### config.mk
export PLATFORM = sky130hd
export DESIGN_NAME = jtag_host_driver
export DESIGN_NICKNAME = d
export VERILOG_FILES = /design/src/rtl/jtag_host_driver.sv
export SDC_FILE = /design/constraint.sdc
export NUM_CORES = 1
export LEC_CHECK = 0
export ABC_AREA = 1
export CORE_ASPECT_RATIO = 2
export CORE_MARGIN = 3
export CORE_UTILIZATION = 53
export DETAILED_ROUTE_END_ITERATION = 16
export PLACE_DENSITY = 0.88
export SLEW_MARGIN = 20
export SYNTH_ARGS = -nofsm -noshare
export SYNTH_HDL_FRONTEND = slang
export SYNTH_SLANG_ARGS = --single-unit
### constraint.sdc
create_clock -name tck -period 2.5 [get_ports tck]
set_clock_uncertainty 0.1 [all_clocks]
set_input_delay 0.5 -clock tck [delete_from_list [all_inputs] [get_ports tck]]
set_output_delay 0.5 -clock tck [all_outputs]
set_load 0.05 [all_outputs]
### src/rtl/jtag_host_driver.sv
// Command-driven JTAG host: walks a TAP through IR/DR scans or a TAP reset,
// driving registered TMS/TDI and capturing TDO, while mirroring the TAP state.
module jtag_host_driver #(
    parameter int MAX_LEN = 64,
    parameter int LEN_W   = $clog2(MAX_LEN + 1)
) (
    input  logic               tck,
    input  logic               trst,
    input  logic               cmd_valid,
    output logic               cmd_ready,
    input  logic               cmd_reset,
    input  logic               cmd_ir,
    input  logic [LEN_W-1:0]   cmd_len,
    input  logic [MAX_LEN-1:0] cmd_data,
    output logic               rsp_valid,
    output logic [MAX_LEN-1:0] rsp_data,
    output logic               tms,
    output logic               tdi,
    input  logic               tdo
);

    localparam int IDX_W = (MAX_LEN > 1) ? $clog2(MAX_LEN) : 1;
    localparam logic [LEN_W-1:0] MAX_LEN_V   = LEN_W'(MAX_LEN);
    localparam logic [LEN_W-1:0] RESET_ONES  = LEN_W'(5);

    // Collapsed TAP view: Pause/Exit2 are never requested by this host.
    typedef enum logic [2:0] {
        TS_TLR,
        TS_RTI,
        TS_SEL_DR,
        TS_SEL_IR,
        TS_CAPTURE,
        TS_SHIFT,
        TS_EXIT1,
        TS_UPDATE
    } tap_e;

    typedef enum logic [1:0] {
        PH_IDLE,
        PH_RUN,
        PH_ZERO
    } phase_e;

    tap_e               mirror_q, mirror_d;
    phase_e             phase_q, phase_d;
    logic               tms_q, tms_d;
    logic               tdi_q, tdi_d;
    logic               cmd_ready_q, cmd_ready_d;
    logic               rsp_valid_q, rsp_valid_d;
    logic [MAX_LEN-1:0] rsp_data_q, rsp_data_d;
    logic               rst_cmd_q, rst_cmd_d;
    logic               ir_q, ir_d;
    logic [LEN_W-1:0]   len_q, len_d;
    logic [LEN_W-1:0]   idx_q, idx_d;
    logic [MAX_LEN-1:0] data_q, data_d;
    logic [MAX_LEN-1:0] acc_q, acc_d;

    logic               accept;
    logic               shifting;
    logic [LEN_W-1:0]   len_clamp;
    logic [IDX_W-1:0]   bit_sel;

    function automatic tap_e tap_next(input tap_e s, input logic t);
        tap_e n;
        n = s;
        case (s)
            TS_TLR:     n = t ? TS_TLR    : TS_RTI;
            TS_RTI:     n = t ? TS_SEL_DR : TS_RTI;
            TS_SEL_DR:  n = t ? TS_SEL_IR : TS_CAPTURE;
            TS_SEL_IR:  n = t ? TS_TLR    : TS_CAPTURE;
            TS_CAPTURE: n = t ? TS_EXIT1  : TS_SHIFT;
            TS_SHIFT:   n = t ? TS_EXIT1  : TS_SHIFT;
            TS_EXIT1:   n = t ? TS_UPDATE : TS_EXIT1;
            TS_UPDATE:  n = t ? TS_SEL_DR : TS_RTI;
            default:    n = TS_TLR;
        endcase
        return n;
    endfunction

    always_comb begin
        // The TAP consumes the tms registered last edge, exactly as the mirror does.
        mirror_d    = tap_next(mirror_q, tms_q);
        phase_d     = phase_q;
        tms_d       = 1'b0;
        tdi_d       = 1'b0;
        cmd_ready_d = 1'b0;
        rsp_valid_d = 1'b0;
        rsp_data_d  = rsp_data_q;
        rst_cmd_d   = rst_cmd_q;
        ir_d        = ir_q;
        len_d       = len_q;
        idx_d       = idx_q;
        data_d      = data_q;
        acc_d       = acc_q;

        accept    = cmd_valid && cmd_ready_q;
        len_clamp = (cmd_len > MAX_LEN_V) ? MAX_LEN_V : cmd_len;
        shifting  = (phase_q == PH_RUN) && !rst_cmd_q && (mirror_q == TS_SHIFT);
        bit_sel   = idx_q[IDX_W-1:0];

        if (shifting) begin
            acc_d[bit_sel] = tdo;
            data_d         = data_q >> 1;
            idx_d          = idx_q + LEN_W'(1);
        end

        case (phase_q)
            PH_IDLE: begin
                if (accept) begin
                    rst_cmd_d = cmd_reset;
                    ir_d      = cmd_ir;
                    len_d     = len_clamp;
                    data_d    = cmd_data;
                    acc_d     = '0;
                    idx_d     = '0;
                    if (!cmd_reset && (len_clamp == '0)) begin
                        phase_d = PH_ZERO;
                    end else begin
                        phase_d = PH_RUN;
                        tms_d   = 1'b1;
                    end
                end
            end
            PH_ZERO: begin
                phase_d     = PH_IDLE;
                rsp_valid_d = 1'b1;
                rsp_data_d  = acc_q;
            end
            PH_RUN: begin
                if (mirror_d == TS_RTI) begin
                    phase_d     = PH_IDLE;
                    rsp_valid_d = 1'b1;
                    rsp_data_d  = acc_q;
                end else if (rst_cmd_q) begin
                    // Five ones reach Test-Logic-Reset from anywhere, then a zero to idle.
                    idx_d = idx_q + LEN_W'(1);
                    tms_d = (idx_d < RESET_ONES);
                end else begin
                    // tms is chosen for the state the TAP will be in when it uses it.
                    case (mirror_d)
                        TS_SEL_DR: tms_d = ir_q;
                        TS_SHIFT: begin
                            tms_d = (idx_d == (len_q - LEN_W'(1)));
                            tdi_d = data_d[0];
                        end
                        TS_EXIT1:  tms_d = 1'b1;
                        default:   tms_d = 1'b0;
                    endcase
                end
            end
            default: phase_d = PH_IDLE;
        endcase

        cmd_ready_d = (phase_d == PH_IDLE) && (mirror_d == TS_RTI);
    end

    always_ff @(posedge tck) begin
        if (trst) begin
            mirror_q    <= TS_TLR;
            phase_q     <= PH_IDLE;
            tms_q       <= 1'b1;
            tdi_q       <= 1'b0;
            cmd_ready_q <= 1'b0;
            rsp_valid_q <= 1'b0;
            rsp_data_q  <= '0;
            rst_cmd_q   <= 1'b0;
            ir_q        <= 1'b0;
            len_q       <= '0;
            idx_q       <= '0;
        end else begin
            mirror_q    <= mirror_d;
            phase_q     <= phase_d;
            tms_q       <= tms_d;
            tdi_q       <= tdi_d;
            cmd_ready_q <= cmd_ready_d;
            rsp_valid_q <= rsp_valid_d;
            rsp_data_q  <= rsp_data_d;
            rst_cmd_q   <= rst_cmd_d;
            ir_q        <= ir_d;
            len_q       <= len_d;
            idx_q       <= idx_d;
        end
    end

    // Shift data and capture accumulator are cleared on acceptance, not by reset.
    always_ff @(posedge tck) begin
        data_q <= data_d;
        acc_q  <= acc_d;
    end

    assign cmd_ready = cmd_ready_q;
    assign rsp_valid = rsp_valid_q;
    assign rsp_data  = rsp_data_q;
    assign tms       = tms_q;
    assign tdi       = tdi_q;

endmodule

==> flow_summary.json, run 1 <==
{
  "setup_viol": 0,
  "fillers": 1397,
  "netlist_area_um2": 9020,
  "cts_resized": 0,
  "rrSetupSlack_ns": 0.21,
  "cts_tree": "yes",
  "placed_cells": 1501,
  "crit_family": "buffers and inverters",
  "worstSetupStartpointType": "register",
  "slowest_delay_ns": 0.83,
  "totalWireLength_mm": 22.0,
  "period_share": 0.919,
  "hold_violations": 0,
  "gp_congestion": 0.881,
  "syn_to_final_growth_pct": 23.5,
  "synth_top_area_cell": "dfxtp_1",
  "yosysUniqueCellTypes": 38,
  "cts_buffers": 19,
  "irDropWorstVdd_v": 0.000605,
  "pwr_density_cell_nw_per_um2": 805,
  "cp_num_buf_inv": 1,
  "path_cells": "clkdlybuf4s50_1",
  "dr.pass1.iters": 5,
  "num_vias": 8381,
  "path_class": "reg2out",
  "leakage_nw": 4.70,
  "ys_ff_latch": 217,
  "reg2reg_from": "phase_q[1]$_SDFF_PP0_",
  "worst_pin_slew_ns": 0.654,
  "syn_nets": 1289,
  "antenna_found_initial": 0,
  "ios": 145,
  "core_area_um2": 16500,
  "grt_pass1_wl_mm": 37.0,
  "hold_end": "ir_q$_SDFFE_PP0P_",
  "clk_path_buf_depth": 3,
  "maxCapViolCount": 0,
  "drtIter0Drc": 428,
  "grt_pass1_vias": 8039,
  "hp-class": "reg2reg",
  "grt_util_all_layers": 0.232,
  "fmax_ghz": 0.435,
  "grt_max_degree": 76,
  "numPortBuffers": 144,
  "rr_worst_depth": 9,
  "drc": 0,
  "synth.avg_cell_area_um2": 7.47,
  "worstHoldStart": "ir_q$_SDFFE_PP0P_",
  "wire_per_inst_um": 14.4,
  "finalMaxSlewViolations": 0,
  "synth_top_area_share": 0.482,
  "clk-insertion-delay-late_ns": 0.49,
  "final_cells": 1533,
  "relSlewSlack": 0.564,
  "hold_path_depth": 2,
  "yosysWarningCount": 0,
  "ys_seq_area_frac": 0.482,
  "rsz0062_at_grt": "no",
  "cts_max_level": 1,
  "critPathSlowestCell": "clkdlybuf4s50_1",
  "crit_required_ns": 1.90,
  "end_kind": "output port",
  "synthTopCellsByArea": "dfxtp_1 48%, o21ai_0 13%, nor2_1 12%",
  "vias_per_cell": 5.47,
  "cts_hold_buf": 0,
  "diodes": 0,
  "ant_nets": 0,
  "fp.dieW_um": 98.2,
  "cp_max_fo": 2,
  "fin_crit_ns": 2.30,
  "final_cell_mix": "277 x nor2_1, 239 x o21ai_0, 217 x dfxtp_1",
  "crit_arrival_ns": 1.70,
  "finalSetupTns_ns": 0,
  "grt_overflow": 0,
  "start_util": 0.546,
  "syn_inst": 1207,
  "cts_setup_buffers": 0,
  "final_common_cell": "nor2_1",
  "drive_above_1_share": 0.0534,
  "hpwlAfterDp_mm": 15.0,
  "die_area_um2": 18700,
  "die_y_um": 190,
  "final_nets": 1400,
  "clkTransAtPathRegs_ns": 0.07,
  "cts.sinks": 217,
  "cts_root_buffer": "clkbuf_16",
  "rows": 66,
  "r2r_end": "acc_q[8]$_DFF_P_",
  "status": "completed"
}
[layer usage]
layer | vias to the layer above | global-route usage | wire length (um)
met5 | - | 0 | 0
met4 | 0 | 0.0857 | 691
met1 | 3850 | 0.258 | 8270
met2 | 277 | 0.446 | 12000
li1 | 4202 | - | -
met3 | 52 | 0.0275 | 1090
[sequential cells by signal, summed over array words and instances, names as in the netlist]
name       cells
tms            1
tdi            1
acc_q         64
cmd_ready      1
rsp_data      64
rsp_valid      1
idx_q          7
rst_cmd_q      1
phase_q        2
ir_q           1
data_q        64
mirror_q       3
len_q          7
[how the worst max path moves through the flow]
stage / slack (ns) / startpoint / cells after the start / to
4_1_cts: 0.18 / rsp_data[59]$_SDFFE_PP0P_ / 1 / rsp_data[59]
3_3_place_gp: 0.24 / cmd_len[4] / 10 / phase_q[1]$_SDFF_PP0_
6_report: 0.20 / rsp_data[59]$_SDFFE_PP0P_ / 1 / rsp_data[59]
3_5_place_dp: 0.24 / cmd_len[4] / 10 / phase_q[1]$_SDFF_PP0_
2_1_floorplan: 0.63 / tms$_SDFF_PP1_ / 9 / rsp_data[18]$_SDFFE_PP0P_
5_1_grt: 0.002 / phase_q[1]$_SDFF_PP0_ / 9 / acc_q[8]$_DFF_P_
[area by class of cell]
| class | count | area, um^2 | area share |
|---|---|---|---|
| Clock buffer | 26 | 532 | 0.0478 |
| Clock inverter | 6 | 63.8 | 0.00573 |
| Inverter | 56 | 210 | 0.0189 |
| Multi-Input combinational cell | 864 | 4120 | 0.370 |
| Sequential cell | 217 | 4340 | 0.390 |
| Tap cell | 204 | 255 | 0.0229 |
| Timing Repair Buffer | 160 | 1610 | 0.145 |
[per-stage QoR]
stage                     area, um^2  hold WS, ns  setup slack (ns)  total power, mW  utilization
after floorplan                 9020        0.330             0.627             5.58            -
final                          11100        0.353             0.201             8.96        0.674
after global routing           11100        0.394           0.00163             9.42        0.674
after global placement         10500        0.344             0.243             6.11        0.638
after detailed placement       10500        0.346             0.236             6.17        0.638
after CTS                      11100        0.357             0.184             9.02        0.674
[synthesized netlist by cell type, drive strengths merged]
| cell type | count |
|---|---|
| nor2 | 281 |
| o21ai | 258 |
| dfxtp | 217 |
| nand2 | 173 |
| a21oi | 62 |
| inv | 54 |
| clkbuf | 37 |
| buf | 33 |
| nand3 | 33 |
| o211a | 16 |
| nand4 | 10 |
| nor3 | 10 |
| ha | 5 |
| a22oi | 3 |
| xor2 | 3 |
| a211oi | 2 |
| clkinv | 2 |
| o22ai | 2 |
| and2 | 1 |
| mux2i | 1 |
| nand3b | 1 |
| o211ai | 1 |
| or2 | 1 |
| xnor2 | 1 |
[logic make-up (layout without fill, tap and decap cells)]
group / Yosys count / count (layout) / synth area share
buffers and inverters: 126 / 248 / 0.0631
and+or+nand+nor: 510 / 510 / 0.240
xor gates and xnor gates: 4 / 4 / 0.00389
adders and majority gates: 5 / 5 / 0.00694
AOI/OAI and AO/OA: 344 / 344 / 0.204
DFF: 217 / 217 / 0.482
muxes: 1 / 1 / 0.00111
[power breakdown]
part | switching [mW] | leakage, nW | total (mW) | internal (mW)
clock network | 1.26 | 0.287 | 2.86 | 1.60
registers | 0.309 | 1.77 | 4.42 | 4.11
logic | 1.03 | 2.64 | 1.69 | 0.655
total | 2.60 | 4.70 | 8.96 | 6.36
(Power assumes the default switching activity.)
==> run 2: changes to the inputs <==
Settings changed: PLACE_DENSITY 0.88 to 0.85.
==> flow_summary.json, run 2 (synthesis gave the netlist of run 1 again) <==
{
  "cts_setup_buffers": 0,
  "grt_util_all_layers": 0.234,
  "met2_usage": 0.444,
  "hp-class": "reg2reg",
  "cts_resized": 0,
  "final_cell_mix": "277 x nor2_1, 239 x o21ai_0, 217 x dfxtp_1",
  "clk_path_buf_depth": 3,
  "path_class": "reg2out",
  "p_sw_frac": 0.291,
  "cp_max_fo": 2,
  "cts_tree": "yes",
  "power_frac_seq": 0.483,
  "vias_per_cell": 5.45,
  "dr.pass1.iters": 5,
  "p_int_mw": 6.49,
  "grt_overflow": 0,
  "seq_area_um2": 4340,
  "multi_input_area_um2": 4120,
  "core_area_um2": 16500,
  "grt_max_degree": 76,
  "wire_per_inst_um": 14.4,
  "clk-insertion-delay-late_ns": 0.49,
  "cp_num_buf_inv": 1,
  "relSlewSlack": 0.578,
  "fin_crit_ns": 2.29,
  "gp_congestion": 0.879,
  "p_sw_mw": 2.66,
  "period_share": 0.915,
  "finalSetupTns_ns": 0,
  "syn_to_final_growth_pct": 24.6,
  "cts_root_buffer": "clkbuf_16",
  "crit_required_ns": 1.90,
  "worstSetupStartpointType": "register",
  "irDropWorstVdd_v": 0.000744,
  "fp.dieW_um": 98.2,
  "path_cells": "clkdlybuf4s50_1",
  "cts_buffers": 20,
  "end_kind": "output port",
  "cts.sinks": 217,
  "p_clk_frac": 0.331,
  "diodes": 0,
  "busiest_layer": "met2",
  "final_common_cell": "nor2_1",
  "combinationalPowerShare": 0.186,
  "pwr_density_cell_nw_per_um2": 815,
  "drc": 0,
  "critPathSlowestCell": "clkdlybuf4s50_1",
  "hold_violations": 0,
  "maxCapViolCount": 0,
  "hpwlAfterDp_mm": 15.2,
  "drtIter0Drc": 404,
  "p_total_mw": 9.16,
  "grt.met3_usage": 0.0286,
  "num_vias": 8370,
  "totalWireLength_mm": 22.1,
  "leakage_nw": 4.75,
  "finalMaxSlewViolations": 0,
  "drive_above_1_share": 0.0570,
  "cts_hold_buf": 0,
  "crit_arrival_ns": 1.69,
  "numPortBuffers": 144,
  "fillers": 1431,
  "grt_pass1_vias": 8135,
  "cts_max_level": 1,
  "slowest_delay_ns": 0.82,
  "final_nets": 1401,
  "placed_cells": 1501,
  "rsz0062_at_grt": "no",
  "crit_family": "buffers and inverters",
  "rows": 66,
  "ios": 145,
  "grt_pass1_wl_mm": 37.1,
  "antenna_found_initial": 0,
  "worst_pin_slew_ns": 0.630,
  "status": "completed",
  "clkTransAtPathRegs_ns": 0.06,
  "whs_ns": 0.360,
  "ant_nets": 0,
  "start_util": 0.546,
  "grt_util_met1": 0.258,
  "die_y_um": 190,
  "final_cells": 1537,
  "die_area_um2": 18700,
  "fmax_ghz": 0.437,
  "setup_viol": 0
}
[run 2: worst paths after layout]
| path | slack, ns | endpoint | cells after the start | from |
|---|---|---|---|---|
| max | 0.21 | rsp_data[9] | 1 | rsp_data[9]$_SDFFE_PP0P_ |
| min | 0.36 | ir_q$_SDFFE_PP0P_ | 2 | ir_q$_SDFFE_PP0P_ |
| max reg2reg | 0.21 | acc_q[57]$_DFF_P_ | 9 | phase_q[1]$_SDFF_PP0_ |
| min reg2reg | 0.36 | ir_q$_SDFFE_PP0P_ | 2 | ir_q$_SDFFE_PP0P_ |
[run 2: tightest hold or removal path: stages (launching register included)]
cell and delay (ns):
dfxtp_1 0.30, inv_1 0.06, a21oi_1 0.06
[run 2: layer usage]
layer,share of wire,wire (um)
met1,0.37,8270
met2,0.54,11900
met3,0.046,1010
met4,0.040,877
met5,0,0
[run 2: per-stage QoR]
step / util / instance area (um^2) / setup WS, ns
floorplan: - / 9020 / 0.627
global placement: 0.640 / 10600 / 0.246
detailed placement: 0.640 / 10600 / 0.178
CTS: 0.680 / 11200 / 0.194
global route: 0.680 / 11200 / 0.0496
finish: 0.680 / 11200 / 0.212
[run 2: final cells by class]
cell class,count,area share
clock buffer,26,0.0502
multi-input combinational,864,0.367
timing repair buffer,160,0.147
inverter,56,0.0187
sequential,217,0.387
tap,204,0.0227
clock inverter,10,0.00835
[run 2: power by group through the flow]
stage               Sequential, mW  Clock [mW]  Combinational, mW
CTS                           4.42        3.10               1.71
global placement              4.47           0               1.65
global route                  4.50        3.24               1.87
detailed placement            4.49           0               1.70
floorplan                     4.81           0              0.771
finish                        4.42        3.03               1.70
